[config.mk]
export PLATFORM = sky130hd
export DESIGN_NAME = mont_mul_pipe_flat
export DESIGN_NICKNAME = d
export VERILOG_FILES = /design/src/rtl/mont_mul_pipe_if.sv /design/src/rtl/mont_mul_pipe.sv /design/src/flat_wrapper.sv
export SDC_FILE = /design/constraint.sdc
export NUM_CORES = 1
export LEC_CHECK = 0
export BUFFER_PORTS_ARGS = -buffer_cell sky130_fd_sc_hd__buf_2
export CAP_MARGIN = 5
export CORE_AREA = 5 5 178 180
export CTS_BUF_LIST = sky130_fd_sc_hd__clkbuf_8
export DETAILED_ROUTE_END_ITERATION = 10
export DIE_AREA = 0 0 183 185
export GPL_TIMING_DRIVEN = 0
export PLACE_DENSITY = 0.67
export SYNTH_ARGS = -nofsm -noshare
export SYNTH_HDL_FRONTEND = slang
export SYNTH_SLANG_ARGS = --single-unit
[constraint.sdc]
create_clock -name clk -period 8.68 [get_ports clk]
set_input_delay 1.302 -clock clk [delete_from_list [all_inputs] [get_ports clk]]
set_output_delay 1.302 -clock clk [all_outputs]
set_load 0.02 [all_outputs]
[src/rtl/mont_mul_pipe_if.sv]
// mont_mul_pipe_if: operand-in / product-out handshake bundle.
// Range-check signals exist only with MONT_MUL_RANGE_CHECK_EN.
interface mont_mul_pipe_if #(
    parameter int WIDTH = 16,
    parameter int N     = 256
);
    localparam int IW = $clog2(N);

    logic                      in_valid;
    logic                      in_ready;
    logic signed [WIDTH-1:0]   in_a;
    logic signed [WIDTH-1:0]   in_b;
    logic                      out_valid;
    logic                      out_ready;
    logic signed [2*WIDTH-1:0] out_prod;
    logic                      out_last;
    logic [IW-1:0]             out_idx;
`ifdef MONT_MUL_RANGE_CHECK_EN
    logic                      out_range_err;
    logic                      range_err_sticky;

    modport master (
        output in_valid, in_a, in_b, out_ready,
        input  in_ready, out_valid, out_prod, out_last, out_idx,
        input  out_range_err, range_err_sticky
    );
    modport slave (
        input  in_valid, in_a, in_b, out_ready,
        output in_ready, out_valid, out_prod, out_last, out_idx,
        output out_range_err, range_err_sticky
    );
`else
    modport master (
        output in_valid, in_a, in_b, out_ready,
        input  in_ready, out_valid, out_prod, out_last, out_idx
    );
    modport slave (
        input  in_valid, in_a, in_b, out_ready,
        output in_ready, out_valid, out_prod, out_last, out_idx
    );
`endif
endinterface

[src/rtl/mont_mul_pipe.sv]
// mont_mul_pipe: 2-stage signed WIDTHxWIDTH multiplier feeding the Montgomery reducer.
// Optional MONT_MUL_RANGE_CHECK_EN adds out_range_err / range_err_sticky.
module mont_mul_pipe #(
    parameter int WIDTH   = 16,
    parameter int N       = 256,
    parameter int KYBER_Q = 3329
) (
    input logic           clk,
    input logic           rst,
    mont_mul_pipe_if.slave bus
);
    localparam int IW = $clog2(N);
    localparam int PW = 2 * WIDTH;
    localparam logic [IW-1:0] LAST = IW'(N - 1);

    logic                    s1_valid;
    logic signed [WIDTH-1:0] s1_a;
    logic signed [WIDTH-1:0] s1_b;
    logic signed [PW-1:0]    ext_a;
    logic signed [PW-1:0]    ext_b;
    logic signed [PW-1:0]    prod_c;
    logic signed [PW-1:0]    prod_q;
    logic                    out_valid_q;
    logic                    s2_adv;
    logic                    s1_adv;
    logic                    xfer;
    logic [IW-1:0]           cnt;

    assign s2_adv = !out_valid_q || bus.out_ready;
    assign s1_adv = !s1_valid || s2_adv;
    assign xfer   = out_valid_q && bus.out_ready;

    assign ext_a  = {{WIDTH{s1_a[WIDTH-1]}}, s1_a};
    assign ext_b  = {{WIDTH{s1_b[WIDTH-1]}}, s1_b};
    assign prod_c = ext_a * ext_b;

    assign bus.in_ready  = s1_adv;
    assign bus.out_valid = out_valid_q;
    assign bus.out_prod  = prod_q;
    assign bus.out_idx   = cnt;
    assign bus.out_last  = out_valid_q && (cnt == LAST);

    // Stage 1: capture the operand pair whenever the slot is free or drains.
    always_ff @(posedge clk) begin
        if (rst) begin
            s1_valid <= 1'b0;
            s1_a     <= '0;
            s1_b     <= '0;
        end else if (s1_adv) begin
            s1_valid <= bus.in_valid;
            if (bus.in_valid) begin
                s1_a <= bus.in_a;
                s1_b <= bus.in_b;
            end
        end
    end

    // Stage 2: register the full-precision product; holds while stalled.
    always_ff @(posedge clk) begin
        if (rst) begin
            out_valid_q <= 1'b0;
            prod_q      <= '0;
        end else if (s2_adv) begin
            out_valid_q <= s1_valid;
            if (s1_valid) begin
                prod_q <= prod_c;
            end
        end
    end

    // Coefficient index: advances only on an output transfer, wraps at N.
    always_ff @(posedge clk) begin
        if (rst) begin
            cnt <= '0;
        end else if (xfer) begin
            cnt <= (cnt == LAST) ? '0 : cnt + 1'b1;
        end
    end

`ifdef MONT_MUL_RANGE_CHECK_EN
    localparam logic signed [PW-1:0] RLIM = PW'(KYBER_Q) <<< (WIDTH - 1);

    logic range_c;
    logic err_q;
    logic sticky_q;

    assign range_c = (prod_c >= RLIM) || (prod_c <= -RLIM);
    assign bus.out_range_err    = err_q;
    assign bus.range_err_sticky = sticky_q;

    // Range flag travels with the product it describes.
    always_ff @(posedge clk) begin
        if (rst) begin
            err_q <= 1'b0;
        end else if (s2_adv && s1_valid) begin
            err_q <= range_c;
        end
    end

    // Sticky status: set by any transferred out-of-range product.
    always_ff @(posedge clk) begin
        if (rst) begin
            sticky_q <= 1'b0;
        end else if (xfer && err_q) begin
            sticky_q <= 1'b1;
        end
    end
`endif
endmodule
[src/flat_wrapper.sv]
// flat-port wrapper written by rule: the top's interface ports become plain ports
module mont_mul_pipe_flat 
#(
    parameter int WIDTH   = 16,
    parameter int N       = 256,
    parameter int KYBER_Q = 3329
)
  (clk, rst, bus_in_valid, bus_in_a, bus_in_b, bus_out_ready, bus_in_ready, bus_out_valid, bus_out_prod, bus_out_last, bus_out_idx);
  mont_mul_pipe_if #(.WIDTH(WIDTH), .N(N)) bus_i ();
  input logic clk;
  input logic rst;
  input wire logic [$bits(bus_i.in_valid)-1:0] bus_in_valid;
  input wire logic [$bits(bus_i.in_a)-1:0] bus_in_a;
  input wire logic [$bits(bus_i.in_b)-1:0] bus_in_b;
  input wire logic [$bits(bus_i.out_ready)-1:0] bus_out_ready;
  output wire logic [$bits(bus_i.in_ready)-1:0] bus_in_ready;
  output wire logic [$bits(bus_i.out_valid)-1:0] bus_out_valid;
  output wire logic [$bits(bus_i.out_prod)-1:0] bus_out_prod;
  output wire logic [$bits(bus_i.out_last)-1:0] bus_out_last;
  output wire logic [$bits(bus_i.out_idx)-1:0] bus_out_idx;
  assign bus_i.in_valid = bus_in_valid;
  assign bus_i.in_a = bus_in_a;
  assign bus_i.in_b = bus_in_b;
  assign bus_i.out_ready = bus_out_ready;
  assign bus_in_ready = bus_i.in_ready;
  assign bus_out_valid = bus_i.out_valid;
  assign bus_out_prod = bus_i.out_prod;
  assign bus_out_last = bus_i.out_last;
  assign bus_out_idx = bus_i.out_idx;
  mont_mul_pipe #(.WIDTH(WIDTH), .N(N), .KYBER_Q(KYBER_Q)) u_core (.clk(clk), .rst(rst), .bus(bus_i));
endmodule
==> out/qor.yml, run 1 <==
cts:
  clock_latency_ns: 0.39
  hold_buffers: 0
  cts_setup_buffers: 0
  clockRootBuffer: "clkbuf_8"
  cts_tree: "built"
  clk_pin_slew_ns: 0.09
  cts_resized: 0
  htreeDepth: 3
  numCtsBuffers: 9
  clock_path_buffers: 2
  clock_sinks: 74
worst_setup_path:
  critPathKind: "flop to flop"
  end_kind: "flop"
  critPathArrivalTime_ns: 7.73
  cpPeakStageDelay_ns: 0.91
  rrSetupSlack_ns: 1.22
  path_cells: "clkbuf_1 > nand2_1 > inv_1 > fa_1 > fa_1 > fa_1 > fa_1 > fa_1 > inv_1 > fa_1 > inv_1 > ha_1 > buf_2 > a21oi_1 > a21oi_1 > a311o_1 > nand4b_4 > a311o_1 > or4_1 > and4_1"
  crit_top_cell: "fa_1"
  worst_setup_path_start_kind: "flop"
  crit_fanout: 10
  r2r_start: "u_core.s1_b[1]"
  crit_start: "u_core.s1_b[1]"
  slowest_stage: "fa_1"
  cp.required_ns: 8.95
  reg2regPathDepth: 20
  r2r-end: "u_core.bus.out_prod[31]"
final_layout:
  nets: 1930
  layout.cells.non_filler: 1950
  drive_above_1_share_pct: 6.76
  area_growth_pct: 8.46
  n_antenna_cell: 0
  final_util_pct: 45.9
  final_cell_area_sq_mm: 0.0138
worst_hold_path:
  min_from: "u_core.bus.out_prod[0]"
  holdPathStages: 2
  whs_endpoint: "u_core.bus.out_prod[0]"
  min_path_type: "flop to flop"
grt:
  antenna_found_initial: 1
  grt_max_degree: 14
  grt_usage_pct: 21.5
  gr-total-overflow: 0
  grt_pass1_vias: 10600
  grt_first_pass_wirelength_microns: 57400
placed_design:
  io_buffers: 77
  dp_cells: 1934
  place_area_sq_mm: 0.0136
  hpwlAfterDp_microns: 29500
  gp_congestion: 0.921
power_and_ir_drop:
  power_density_mw_per_mm2: 95.2
  cellLeakagePower_nw: 6.77
  p_int_mw: 0.732
  p_sw_share_pct: 44.2
  switchingPower_mw: 0.579
  ir_drop_mv: 0.145
  power_frac_comb_pct: 48.7
  power_frac_seq_pct: 30.0
  total_power_mw: 1.31
  clock_power_share_pct: 21.3
die:
  rows: 64
  coreArea_sq_mm: 0.0300
  die-area_sq_mm: 0.0339
  die_x_microns: 183
  start_util_pct: 42.3
  die_h_microns: 185
  io_pins: 79
yosys:
  synth_area_leaders: "fa_1, dfxtp_1, inv_1"
  synth.avg_cell_area_sq_um: 8.69
  synth.top_cell.area_share_pct: 41.3
  yosysTopAreaCell: "fa_1"
  synth_area_sq_mm: 0.0127
  ys.warnings.count: 0
  synth_edf_count: 0
  synth.distinct_cells: 54
  synth-async-reset-ratio_pct: 0
  syn_inst: 1461
  ys_top_cells_by_count: "inv_1, fa_1, nand2_1, and2_1, ha_1"
  synth_ff_type: "dfxtp_1"
  synth-seq-cells: 74
  syn_nets: 1842
  ys_seq_area_share_pct: 11.7
  synth_most_common_cell: "inv_1"
sta:
  max_freq_mhz: 134
  hold_viol_final: 0
  slew_viol_final: 0
  setup_viol: 0
  finClkSkew_ns: 0.0120
  worstMarginPinSlew_ns: 0.733
  setup_tns_ns: 0
  grt_setup_unrepaired: "false"
  max_slew_margin_pct: 51.1
  fin_crit_sh_pct: 85.9
  min_period_ns: 7.46
routing:
  wl_per_cell_microns: 17.9
  num_vias: 9932
  ant_nets: 0
  dr.pass1.iters: 5
  avgViaCountPerCell: 5.09
  drt_iter0_markers: 740
  drt-total-wl_microns: 34800
  drc: 0
job:
  drv_cap: 0
outcome:
  run_status: "completed"
[per-layer routing]
metal / GRT usage, % / up-vias / wire length, microns
met2: 36.6 / 341 / 16900
met1: 28.2 / 4954 / 14800
met3: 3.89 / 76 / 2050
li1: - / 4559 / -
met4: 6.56 / 2 / 1060
met5: 0 / - / 13
[worst max-delay path by stage]
stage,end,cells after the start,slack [ns]
global route,u_core.bus.out_prod[31],20,0.96
floorplan,u_core.bus.out_prod[31],20,2.33
global placement,u_core.bus.out_prod[31],20,1.36
finish,u_core.bus.out_prod[31],20,1.22
CTS,u_core.bus.out_prod[31],20,1.25
detailed placement,u_core.bus.out_prod[31],20,1.31
[area by class of cell]
| class | count | area [sq um] |
|---|---|---|
| Fill cell | 2927 | 16300 |
| Multi-Input combinational cell | 1003 | 9760 |
| Clock inverter | 7 | 68.8 |
| Clock buffer | 9 | 124 |
| Sequential cell | 74 | 1480 |
| Tap cell | 396 | 495 |
| Inverter | 315 | 1180 |
| Buffer | 69 | 270 |
| Timing Repair Buffer | 77 | 385 |
[stage by stage]
stage | hold WS (ns) | setup slack [ns]
after floorplan | 0.483 | 2.33
after global placement | 0.439 | 1.36
after detailed placement | 0.441 | 1.31
after CTS | 0.458 | 1.25
after global routing | 0.474 | 0.964
final | 0.457 | 1.22
[layout by cell type, fill, tap and decap left out, types with 18 or more instances in the layout]
cell type  synthesis  final
dfxtp_1           74     74
a21oi_1           76     76
ha_1              83     83
buf_2              1     78
inv_1            314    315
xnor2_1           18     18
and2_1           118    118
nand2_1          250    250
fa_1             262    262
clkbuf_1          57     57
nor2_1            41     41
[state kept, by name, indices dropped and copies added (netlist names)]
signal and flops:
u_core.bus.out_prod 32, u_core.s1_b 16, u_core.bus.out_valid 1, u_core.bus.out_idx 8, u_core.s1_a 16, u_core.s1_valid 1
[worst max-delay path, delay by kind of cell (launching register included)]
kind	cells	cell delay (ns)
compound gates	4	1.01
fa+ha+maj	7	3.76
buf+inv	5	0.95
flops	1	0.56
simple gates	4	1.04
[power by group through the flow]
stage               Sequential (mW)  Clock [mW]  Combinational, mW
CTS                           0.393       0.283              0.639
floorplan                     0.401           0              0.423
global placement              0.400           0              0.624
detailed placement            0.401           0              0.627
global route                  0.396       0.294              0.713
finish                        0.394       0.279              0.638
[logic make-up (layout without fill, tap and decap cells)]
group / count (synthesis) / in the layout / synth area share (%)
xor+xnor: 32 / 32 / 2.21
mux: 1 / 1 / 0.0887
compound gates: 141 / 141 / 6.82
simple gates: 484 / 484 / 18.3
flops: 74 / 74 / 11.7
buf+inv: 384 / 477 / 11.4
fa+ha+maj: 345 / 345 / 49.5
Power figures use the tool's default switching activity.
==> inputs of run 2 (changes only) <==
--- a/config.mk
+++ b/config.mk
@@ -12,7 +12,7 @@
 export DETAILED_ROUTE_END_ITERATION = 10
 export DIE_AREA = 0 0 183 185
 export GPL_TIMING_DRIVEN = 0
-export PLACE_DENSITY = 0.67
+export PLACE_DENSITY = 0.7
 export SYNTH_ARGS = -nofsm -noshare
 export SYNTH_HDL_FRONTEND = slang
 export SYNTH_SLANG_ARGS = --single-unit
==> constraint.sdc (replaced) <==
create_clock -name clk -period 6.5 [get_ports clk]
set_input_delay 0.975 -clock clk [delete_from_list [all_inputs] [get_ports clk]]
set_output_delay 0.975 -clock clk [all_outputs]
set_load 0.02 [all_outputs]
==> run 2 against run 1 <==
  * Combinational power is 40% higher
  * Via count is 1.0% higher
  * Clock power is 52% higher
  * Critical path depth stayed put
  * Die area stayed put
  * Final cell count is 0.36% higher
  * Sequential power is 34% higher
  * Design area is 3.3% higher
  * Largest power group unchanged
  * Critical path type unchanged
  * Register-to-register slack worse by 1.1 ns
  * Count of clock-buffer cells in the layout is 1 higher
  * Global-route usage is 0.32 points higher
  * Clock skew is 0.0016 ns higher
==> out/qor.yml, run 2 (synthesis gave the netlist of run 1 again) <==
sta:
  hold_viol_final: 0
  setup_tns_ns: 0
  final.setup.worst_slack_ns: 0.158
  grt_setup_unrepaired: "true"
  worstMarginPinSlew_ns: 0.668
  max_freq_mhz: 158
  min_period_ns: 6.34
  slew_viol_final: 0
  setup_viol: 0
  whs_ns: 0.457
  finClkSkew_ns: 0.0136
  fin_crit_sh_pct: 97.6
  max_slew_margin_pct: 55.5
power_and_ir_drop:
  cellLeakagePower_nw: 6.99
  ir_drop_mv: 0.159
  power_frac_comb_pct: 48.4
  total_power_mw: 1.85
  clock_power_share_pct: 23.0
  power_density_mw_per_mm2: 130
  power_frac_seq_pct: 28.6
  switchingPower_mw: 0.787
  p_int_mw: 1.06
  p_sw_share_pct: 42.6
final_layout:
  n_antenna_cell: 0
  drive_above_1_share_pct: 12.6
  nets: 1937
  final_util_pct: 47.4
  final_cell_mix: "inv_1, fa_1, nand2_1"
  fill_cells: 2883
  area_growth_pct: 12.1
  layout.cells.most_common: "inv_1"
  largest_reg_flops: 32
cts:
  htreeDepth: 3
  clk_pin_slew_ns: 0.09
  numCtsBuffers: 9
  clock_latency_ns: 0.38
  cts_tree: "built"
  clock_path_buffers: 2
  clockRootBuffer: "clkbuf_8"
  clock_sinks: 74
routing:
  avgViaCountPerCell: 5.13
  dr.pass1.iters: 5
  drt-total-wl_microns: 35300
  wl_per_cell_microns: 18.0
  drt_iter0_markers: 615
  ant_nets: 0
  num_vias: 10000
  drc: 0
placed_design:
  place_ws_ns: -0.859
  io_buffers: 77
  hpwlAfterDp_microns: 29300
  gp_congestion: 0.926
grt:
  grt_pass1_vias: 10800
  grt_max_degree: 14
  grt_first_pass_wirelength_microns: 58100
  antenna_found_initial: 0
  gr-total-overflow: 0
  grt_usage_pct: 21.9
die:
  coreArea_sq_mm: 0.0300
  start_util_pct: 42.3
  die-area_sq_mm: 0.0339
  rows: 64
  die_x_microns: 183
  die_h_microns: 185
  io_pins: 79
worst_setup_path:
  reg2regPathDepth: 20
  worst_setup_path_start_kind: "flop"
  cp.required_ns: 6.76
  crit_fanout: 10
  end_kind: "flop"
  critPathArrivalTime_ns: 6.60
  critPathKind: "flop to flop"
worst_hold_path:
  holdPathStages: 2
  min_path_type: "flop to flop"
outcome:
  run_status: "completed"
job:
  drv_cap: 0
[run 2: cell count changes in the layout (fill, tap and decap cells not counted), moves of 5 or more]
cell / previous run / this run
clkbuf_2: 2 / 7
clkbuf_1: 57 / 18
buf_4: 0 / 19
dfxtp_2: 0 / 6
dfxtp_1: 74 / 47
clkbuf_8: 9 / 19
clkbuf_4: 0 / 7
inv_1: 315 / 310
dfxtp_4: 0 / 21
inv_2: 0 / 5
[run 2: area by class of cell]
| class | instances | area (sq um) | share of cell area [%] |
|---|---|---|---|
| multi-input combinational | 1003 | 9830 | 69.1 |
| sequential | 74 | 1570 | 11.0 |
| inverter | 315 | 1180 | 8.33 |
| timing repair buffer | 93 | 509 | 3.58 |
| tap | 396 | 495 | 3.48 |
| buffer | 60 | 412 | 2.89 |
| clock buffer | 10 | 138 | 0.967 |
| clock inverter | 6 | 88.8 | 0.624 |
[run 2: layer usage]
metal	global-route usage (%)	routed length (microns)	part of all wire, %
met5	0	0	0
met4	8.31	1380	3.9
met1	27.6	14200	40
met2	37.3	17200	49
met3	4.34	2570	7.3
[run 2: final timing paths]
kind / from / endpoint / slack, ns
max: u_core.s1_a[10] / u_core.bus.out_prod[31] / 0.16
min: u_core.bus.out_prod[3] / u_core.bus.out_prod[3] / 0.46
max reg2reg: u_core.s1_a[10] / u_core.bus.out_prod[31] / 0.16
min reg2reg: u_core.bus.out_prod[3] / u_core.bus.out_prod[3] / 0.46
[run 2: power groups by stage]
stage	Sequential, mW	Clock [mW]	Combinational, mW
floorplan	0.536	0	0.565
global placement	0.533	0	0.838
detailed placement	0.534	0	0.840
CTS	0.530	0.428	0.865
global route	0.531	0.447	0.999
finish	0.529	0.425	0.894
[run 2: metrics by stage]
stage,cell area (sq um),cells
after floorplan,12700,1461
after global placement,13600,1934
after detailed placement,13600,1934
after CTS,14100,1950
after global routing,14200,1957
final,14200,1957
[run 2: timing repair]
item	4_1_cts	5_1_grt
pin swaps	2	15
hold endpoints to repair	0	0
hold buffers	0	0
endpoints found under the setup margin	13	8
setup buffers	5	11
gates resized for setup	105	46
[run 2: critical path, stage by stage, from the launching register on]
cell      delay [ns]
dfxtp_2         0.48
clkbuf_8        0.24
nand2_1         0.09
fa_1            0.54
inv_1           0.06
fa_1            0.57
fa_1            0.45
fa_1            0.50
fa_1            0.49
inv_1           0.05
fa_1            0.53
inv_1           0.07
ha_1            0.29
buf_6           0.15
a21oi_4         0.15
o21ai_2         0.07
a311o_1         0.35
nand4b_4        0.22
a311o_1         0.31
or4_1           0.40
and4_1          0.20
